### src/rtl/gardner_ted_v2_if.sv
// Sample/strobe inputs and error/raw outputs of the Gardner timing-error detector.
`timescale 1ns/1ps
interface gardner_ted_v2_if #(
  parameter int WI = 16,
  parameter int WO = 18
);
  logic signed [WI-1:0] i_in;
  logic signed [WI-1:0] q_in;
  logic                 iq_val;
  logic                 sym_valid_i;
  logic                 q_en_i;
  logic                 flush_i;
  logic signed [WO-1:0] e_out_o;
  logic                 e_valid_o;
  logic                 e_sat_o;
  logic                 ready_o;
  logic [WI-1:0]        i_raw_delay_o;
  logic [WI-1:0]        q_raw_delay_o;

  modport master (
    output i_in, q_in, iq_val, sym_valid_i, q_en_i, flush_i,
    input  e_out_o, e_valid_o, e_sat_o, ready_o, i_raw_delay_o, q_raw_delay_o
  );

  modport slave (
    input  i_in, q_in, iq_val, sym_valid_i, q_en_i, flush_i,
    output e_out_o, e_valid_o, e_sat_o, ready_o, i_raw_delay_o, q_raw_delay_o
  );
endinterface

### src/rtl/gardner_ted_v2.sv
// Gardner timing-error detector: Ih*(Ic-Ip) [+ Qh*(Qc-Qp)], shifted, saturated,
// sampled on symbol strobes and delivered through a PIPE_LAT-deep pipeline.
`timescale 1ns/1ps
module gardner_ted_v2 #(
  parameter int OSF      = 20,
  parameter int WI       = 16,
  parameter int WO       = 18,
  parameter int SHIFT_R  = 16,
  parameter int PIPE_LAT = 4,
  parameter int RAW_DLY  = 20
) (
  input  logic             clk,
  input  logic             reset_n,
  gardner_ted_v2_if.slave  bus
);

  localparam int D  = (OSF > RAW_DLY + PIPE_LAT + 1) ? OSF : RAW_DLY + PIPE_LAT + 1;
  localparam int PW = 2 * WI + 2;
  localparam int CW = $clog2(OSF + 1);
  localparam logic signed [PW-1:0] EMAX = {{(PW-WO+1){1'b0}}, {(WO-1){1'b1}}};
  localparam logic signed [PW-1:0] EMIN = ~EMAX;

  logic signed [WI-1:0] line_i [D];
  logic signed [WI-1:0] line_q [D];
  logic [CW-1:0]        fill_cnt;
  logic                 ready;

  logic signed [WO-1:0] pipe_e   [PIPE_LAT];
  logic                 pipe_sat [PIPE_LAT];
  logic                 pipe_vld [PIPE_LAT];

  logic signed [WI:0]   diff_i;
  logic signed [WI:0]   diff_q;
  logic signed [PW-1:0] prod_i;
  logic signed [PW-1:0] prod_q;
  logic signed [PW-1:0] prod_sum;
  logic signed [PW-1:0] prod_shr;
  logic signed [WO-1:0] err_val;
  logic                 err_clip;
  logic                 take;

  assign ready = (fill_cnt == CW'(OSF));
  assign take  = bus.sym_valid_i & bus.iq_val & ready;

  // Full-precision error: operands are sign-extended to PW bits so neither arm can overflow.
  always_comb begin
    diff_i   = {bus.i_in[WI-1], bus.i_in} - {line_i[OSF-1][WI-1], line_i[OSF-1]};
    diff_q   = {bus.q_in[WI-1], bus.q_in} - {line_q[OSF-1][WI-1], line_q[OSF-1]};
    prod_i   = PW'(line_i[OSF/2-1]) * PW'(diff_i);
    prod_q   = bus.q_en_i ? PW'(line_q[OSF/2-1]) * PW'(diff_q) : '0;
    prod_sum = prod_i + prod_q;
    prod_shr = prod_sum >>> SHIFT_R;
    err_clip = 1'b0;
    err_val  = prod_shr[WO-1:0];
    if (prod_shr > EMAX) begin
      err_val  = EMAX[WO-1:0];
      err_clip = 1'b1;
    end else if (prod_shr < EMIN) begin
      err_val  = EMIN[WO-1:0];
      err_clip = 1'b1;
    end
  end

  always_ff @(posedge clk or negedge reset_n) begin
    if (!reset_n) begin
      for (int k = 0; k < D; k++) begin
        line_i[k] <= '0;
        line_q[k] <= '0;
      end
      fill_cnt <= '0;
    end else if (bus.flush_i) begin
      for (int k = 0; k < D; k++) begin
        line_i[k] <= '0;
        line_q[k] <= '0;
      end
      fill_cnt <= '0;
    end else if (bus.iq_val) begin
      line_i[0] <= bus.i_in;
      line_q[0] <= bus.q_in;
      for (int k = 1; k < D; k++) begin
        line_i[k] <= line_i[k-1];
        line_q[k] <= line_q[k-1];
      end
      if (!ready) fill_cnt <= fill_cnt + CW'(1);
    end
  end

  // Data stages load only behind a valid, so the last stage holds the newest error between strobes.
  always_ff @(posedge clk or negedge reset_n) begin
    if (!reset_n) begin
      for (int k = 0; k < PIPE_LAT; k++) begin
        pipe_e[k]   <= '0;
        pipe_sat[k] <= 1'b0;
        pipe_vld[k] <= 1'b0;
      end
    end else if (bus.flush_i) begin
      for (int k = 0; k < PIPE_LAT; k++) pipe_vld[k] <= 1'b0;
    end else begin
      pipe_vld[0] <= take;
      if (take) begin
        pipe_e[0]   <= err_val;
        pipe_sat[0] <= err_clip;
      end
      for (int k = 1; k < PIPE_LAT; k++) begin
        pipe_vld[k] <= pipe_vld[k-1];
        if (pipe_vld[k-1]) begin
          pipe_e[k]   <= pipe_e[k-1];
          pipe_sat[k] <= pipe_sat[k-1];
        end
      end
    end
  end

  assign bus.e_out_o       = pipe_e[PIPE_LAT-1];
  assign bus.e_sat_o       = pipe_sat[PIPE_LAT-1];
  assign bus.e_valid_o     = pipe_vld[PIPE_LAT-1];
  assign bus.ready_o       = ready;
  assign bus.i_raw_delay_o = line_i[RAW_DLY+PIPE_LAT];
  assign bus.q_raw_delay_o = line_q[RAW_DLY+PIPE_LAT];

endmodule

### src/flat_wrapper.sv
// flat-port wrapper written by rule: the top's interface ports become plain ports
module gardner_ted_v2_flat 
#(
  parameter int OSF      = 20,
  parameter int WI       = 16,
  parameter int WO       = 18,
  parameter int SHIFT_R  = 16,
  parameter int PIPE_LAT = 4,
  parameter int RAW_DLY  = 20
)
  (clk, reset_n, bus_i_in, bus_q_in, bus_iq_val, bus_sym_valid_i, bus_q_en_i, bus_flush_i, bus_e_out_o, bus_e_valid_o, bus_e_sat_o, bus_ready_o, bus_i_raw_delay_o, bus_q_raw_delay_o);
  gardner_ted_v2_if #(.WI(WI), .WO(WO)) bus_i ();
  input  logic clk;
  input  logic reset_n;
  input wire logic [$bits(bus_i.i_in)-1:0] bus_i_in;
  input wire logic [$bits(bus_i.q_in)-1:0] bus_q_in;
  input wire logic [$bits(bus_i.iq_val)-1:0] bus_iq_val;
  input wire logic [$bits(bus_i.sym_valid_i)-1:0] bus_sym_valid_i;
  input wire logic [$bits(bus_i.q_en_i)-1:0] bus_q_en_i;
  input wire logic [$bits(bus_i.flush_i)-1:0] bus_flush_i;
  output wire logic [$bits(bus_i.e_out_o)-1:0] bus_e_out_o;
  output wire logic [$bits(bus_i.e_valid_o)-1:0] bus_e_valid_o;
  output wire logic [$bits(bus_i.e_sat_o)-1:0] bus_e_sat_o;
  output wire logic [$bits(bus_i.ready_o)-1:0] bus_ready_o;
  output wire logic [$bits(bus_i.i_raw_delay_o)-1:0] bus_i_raw_delay_o;
  output wire logic [$bits(bus_i.q_raw_delay_o)-1:0] bus_q_raw_delay_o;
  assign bus_i.i_in = bus_i_in;
  assign bus_i.q_in = bus_q_in;
  assign bus_i.iq_val = bus_iq_val;
  assign bus_i.sym_valid_i = bus_sym_valid_i;
  assign bus_i.q_en_i = bus_q_en_i;
  assign bus_i.flush_i = bus_flush_i;
  assign bus_e_out_o = bus_i.e_out_o;
  assign bus_e_valid_o = bus_i.e_valid_o;
  assign bus_e_sat_o = bus_i.e_sat_o;
  assign bus_ready_o = bus_i.ready_o;
  assign bus_i_raw_delay_o = bus_i.i_raw_delay_o;
  assign bus_q_raw_delay_o = bus_i.q_raw_delay_o;
  gardner_ted_v2 #(.OSF(OSF), .WI(WI), .WO(WO), .SHIFT_R(SHIFT_R), .PIPE_LAT(PIPE_LAT), .RAW_DLY(RAW_DLY)) u_core (.clk(clk), .reset_n(reset_n), .bus(bus_i));
endmodule
### config.mk
export PLATFORM = sky130hd
export DESIGN_NAME = gardner_ted_v2_flat
export DESIGN_NICKNAME = d
export VERILOG_FILES = /design/src/rtl/gardner_ted_v2_if.sv /design/src/rtl/gardner_ted_v2.sv /design/src/flat_wrapper.sv
export SDC_FILE = /design/constraint.sdc
export NUM_CORES = 2
export LEC_CHECK = 0
export ABC_AREA = 1
export CAP_MARGIN = 10
export CORE_ASPECT_RATIO = 1.4
export CORE_MARGIN = 3
export CORE_UTILIZATION = 45
export DETAILED_ROUTE_END_ITERATION = 8
export GPL_TIMING_DRIVEN = 0
export REMOVE_ABC_BUFFERS = 1
export SYNTH_ARGS = -nofsm -noshare
export SYNTH_HDL_FRONTEND = slang
export SYNTH_SLANG_ARGS = --single-unit
### constraint.sdc
create_clock -name clk -period 10.6 [get_ports clk]
set_input_delay 2.12 -clock clk [delete_from_list [all_inputs] [get_ports clk]]
set_output_delay 2.12 -clock clk [all_outputs]
set_load 0.05 [all_outputs]
==> reports/results.txt <==
status: finished, violations left
failing checks: setup timing
Final WS setup: -1.18 ns
crit-path max FO: 6
final setup fails: 18
most frequent CP cell: nand2_2
CP startpoint: bus_q_in[0]
peak supply drop: 0.000144 V
CP max-delay cell: fa_2
Slew Limit Fails: 0
minimum clock period after layout: 11.78 ns
largest stage delay on the critical path: 0.64 ns
CP Data Required Time: 11.19 ns
most frequent cell after synthesis: nand2_1
clock power share: 0.445
clock latency on the worst-skew pair: 0.70 ns
Placed Area: 59600 µm²
Cells after DPL: 7821
first-pass GRT wire length: 241 mm
register area share after synthesis: 0.386
Cell Area, Synth: 57400 µm²
Worst slew margin: 0.128
Crit. End Element: flop
dpl ws: -4.49 ns
internal power: 5.37 mW
Worst EP arrival: 12.37 ns
Yosys top cell area share: 0.386
Syn Inst Count: 6403
Top FF cell, synth: dfrtp_1
Flop pwr share: 0.480
Iter 0 DRT Violations: 2596
Vias per Instance: 5.18
clock skew: 0.0249 ns
Initial Util: 0.455
largest net degree at the start of global routing: 160
Synth async-reset ratio: 1.00
GRT Residual Overflow: 0
Worst Path Class, Setup: in2reg
non-filler instance count after layout: 8098
H-Tree Depth: 3
Max-Cap Viols: 0
setup TNS: -17.79 ns
DIE HEIGHT: 428 µm
final hold viol count: 0
P_leak: 31.2 nW
post-route ant nets: 0
Site Rows: 154
buffer type at the clock tree root: clkbuf_16
die area: 132000 µm²
dpl hpwl: 109 mm
Total GRT Usage: 0.231
RSZ-0062 raised after global routing: yes
top post-synthesis cells by count: nand2_1, inv_1, dfrtp_1
Hold Crit Start: u_core.pipe_e[46]
switching share of power: 0.245
Syn Area/Cell: 8.96 µm²
CTS tree: yes
CP top delay family: adder cells
GP Congestion: 0.931
Max Freq: 84.9 MHz
Yosys reg bits: 885
Syn. warnings: 0
worst-margin pin slew: 1.30 ns
chip width: 308 µm
CTS Hold Bufs: 0
reg-to-reg startpoint: u_core.line_q[80]
initial antenna violation count: 1
core area: 126000 µm²
I/O pins: 91
Post-Route WL: 148 mm
P per Cell Area: 107 nW/µm²
DR pass1 iterations: 6
vias in the first global route: 44100
Area growth syn-to-layout: 16.0%
Final Cycle Share: 1.11
number of port buffers: 90
CTS max path bufs: 3
leading area contributor after synthesis: dfrtp_1
Yosys cell types: 50
Worst Path Buf+Inv: 11
Reg clk slew, reported paths: 0.06 ns
wire per inst: 18.3 µm
worst min-delay path class: reg2reg
EDFF count, synth: 0
Comb pwr share: 0.075
CTS Buf Count: 87
Num Clock Sinks: 885
layout cells sized above 1: 0.132
Post-Layout Inst Area: 66500 µm²
Layout Nets: 7232
largest cells by area after synthesis: dfrtp_1, fa_1, nand2_1
antenna cells: 0
vias post-DR: 42000
net switching power figure: 1.74 mW
Post-route DRC: 0
Worst setup SP type: primary input
[power groups by stage]
stage	Sequential, mW	Clock, mW	Combinational (mW)
after global routing	3.42	3.38	0.577
final	3.42	3.16	0.530
after floorplan	3.48	0	0.205
after global placement	3.50	0	0.437
after detailed placement	3.49	0	0.467
after CTS	3.42	3.26	0.514
[per-stage QoR]
stage / hold WS, ns / total power [mW] / util
floorplan: 0.442 / 3.68 / -
global placement: 0.454 / 3.94 / 0.466
detailed placement: 0.453 / 3.95 / 0.472
CTS: 0.469 / 7.19 / 0.519
global route: 0.487 / 7.37 / 0.527
finish: 0.467 / 7.11 / 0.527
[state kept, by name (all words and copies together), names as in the netlist, 3 cells and up]
signal,count
u_core.bus.i_raw_delay_o,16
u_core.line_q,384
u_core.pipe_e,54
u_core.pipe_sat,3
u_core.bus.e_out_o,18
u_core.fill_cnt,5
u_core.bus.q_raw_delay_o,16
u_core.pipe_vld,3
u_core.line_i,384
[layout make-up]
class,instances,area (µm²)
clock buffer,126,2540
clock inverter,31,383
fill,11600,59700
inverter,1328,5060
multi-input combinational,3851,31700
sequential,885,22100
tap,1638,2050
timing repair buffer,239,2700
[worst reg2reg max path: cells and delay by family, from the launching register on]
kind	cells	cell delay (ns)
AND/OR/NAND/NOR	22	2.46
flip-flops	1	0.48
AO/OA/AOI/OAI	4	0.52
buffers and inverters	9	0.73
adder cells (fa/ha/maj)	15	6.46
[metal layers]
metal	share of wire	wire length, µm	global-route usage
met3	0.032	4730	0.0239
met2	0.53	78400	0.420
met1	0.39	57400	0.272
met5	0.000067	10	0
met4	0.052	7760	0.108
[final timing paths]
kind | to | slack (ns) | cells after the start
max reg2reg | u_core.pipe_e[69] | -0.18 | 50
max | u_core.pipe_e[69] | -1.18 | 52
min reg2reg | u_core.pipe_e[28] | 0.47 | 2
max in group asynchronous | u_core.line_i[253] | 6.58 | 6
min in group asynchronous | u_core.line_q[368] | 1.47 | 2
min | u_core.pipe_e[28] | 0.47 | 2
[cell families (layout without fill, tap and decap cells)]
logic type | count (synthesis) | in the layout | share of synthesized area
simple gates | 2169 | 2170 | 0.156
buf+inv | 1668 | 1724 | 0.114
fa+ha+maj | 802 | 802 | 0.251
xor+xnor | 33 | 33 | 0.00556
compound gates | 846 | 846 | 0.0869
flops | 885 | 885 | 0.386
[cell usage in the layout, fill, tap and decap left out, types with 12 or more instances in the layout]
cell	Yosys	layout
inv_1	1300	1251
nand2_1	1323	1216
dfrtp_1	885	885
fa_1	585	563
o22ai_1	450	450
nand3_1	379	357
nor2_1	356	280
o21ai_0	206	161
ha_1	217	147
buf_4	52	99
clkbuf_16	0	88
nand2_2	16	74
clkdlybuf4s50_1	0	71
ha_4	0	68
a21oi_1	118	54
nor2_4	7	52
nor2_2	20	51
inv_2	12	48
a21oi_2	4	44
nand2_4	1	44
o31ai_1	33	32
o21ai_1	3	24
a21oi_4	0	24
fa_2	0	22
buf_12	1	21
clkbuf_8	0	20
buf_16	0	19
clkbuf_1	227	18
nand3_2	4	16
clkinv_2	0	16
o21ai_2	0	15
nand4_1	13	13
xor2_1	15	13
clkinv_1	15	12
[timing repair]
item                       4_1_cts  5_1_grt
setup endpoints to repair       18       18
pin swaps                      192      162
resized for setup              590      175
gates cloned                     1        0
setup buffers                   83       36
Power figures use the tool's default switching activity.
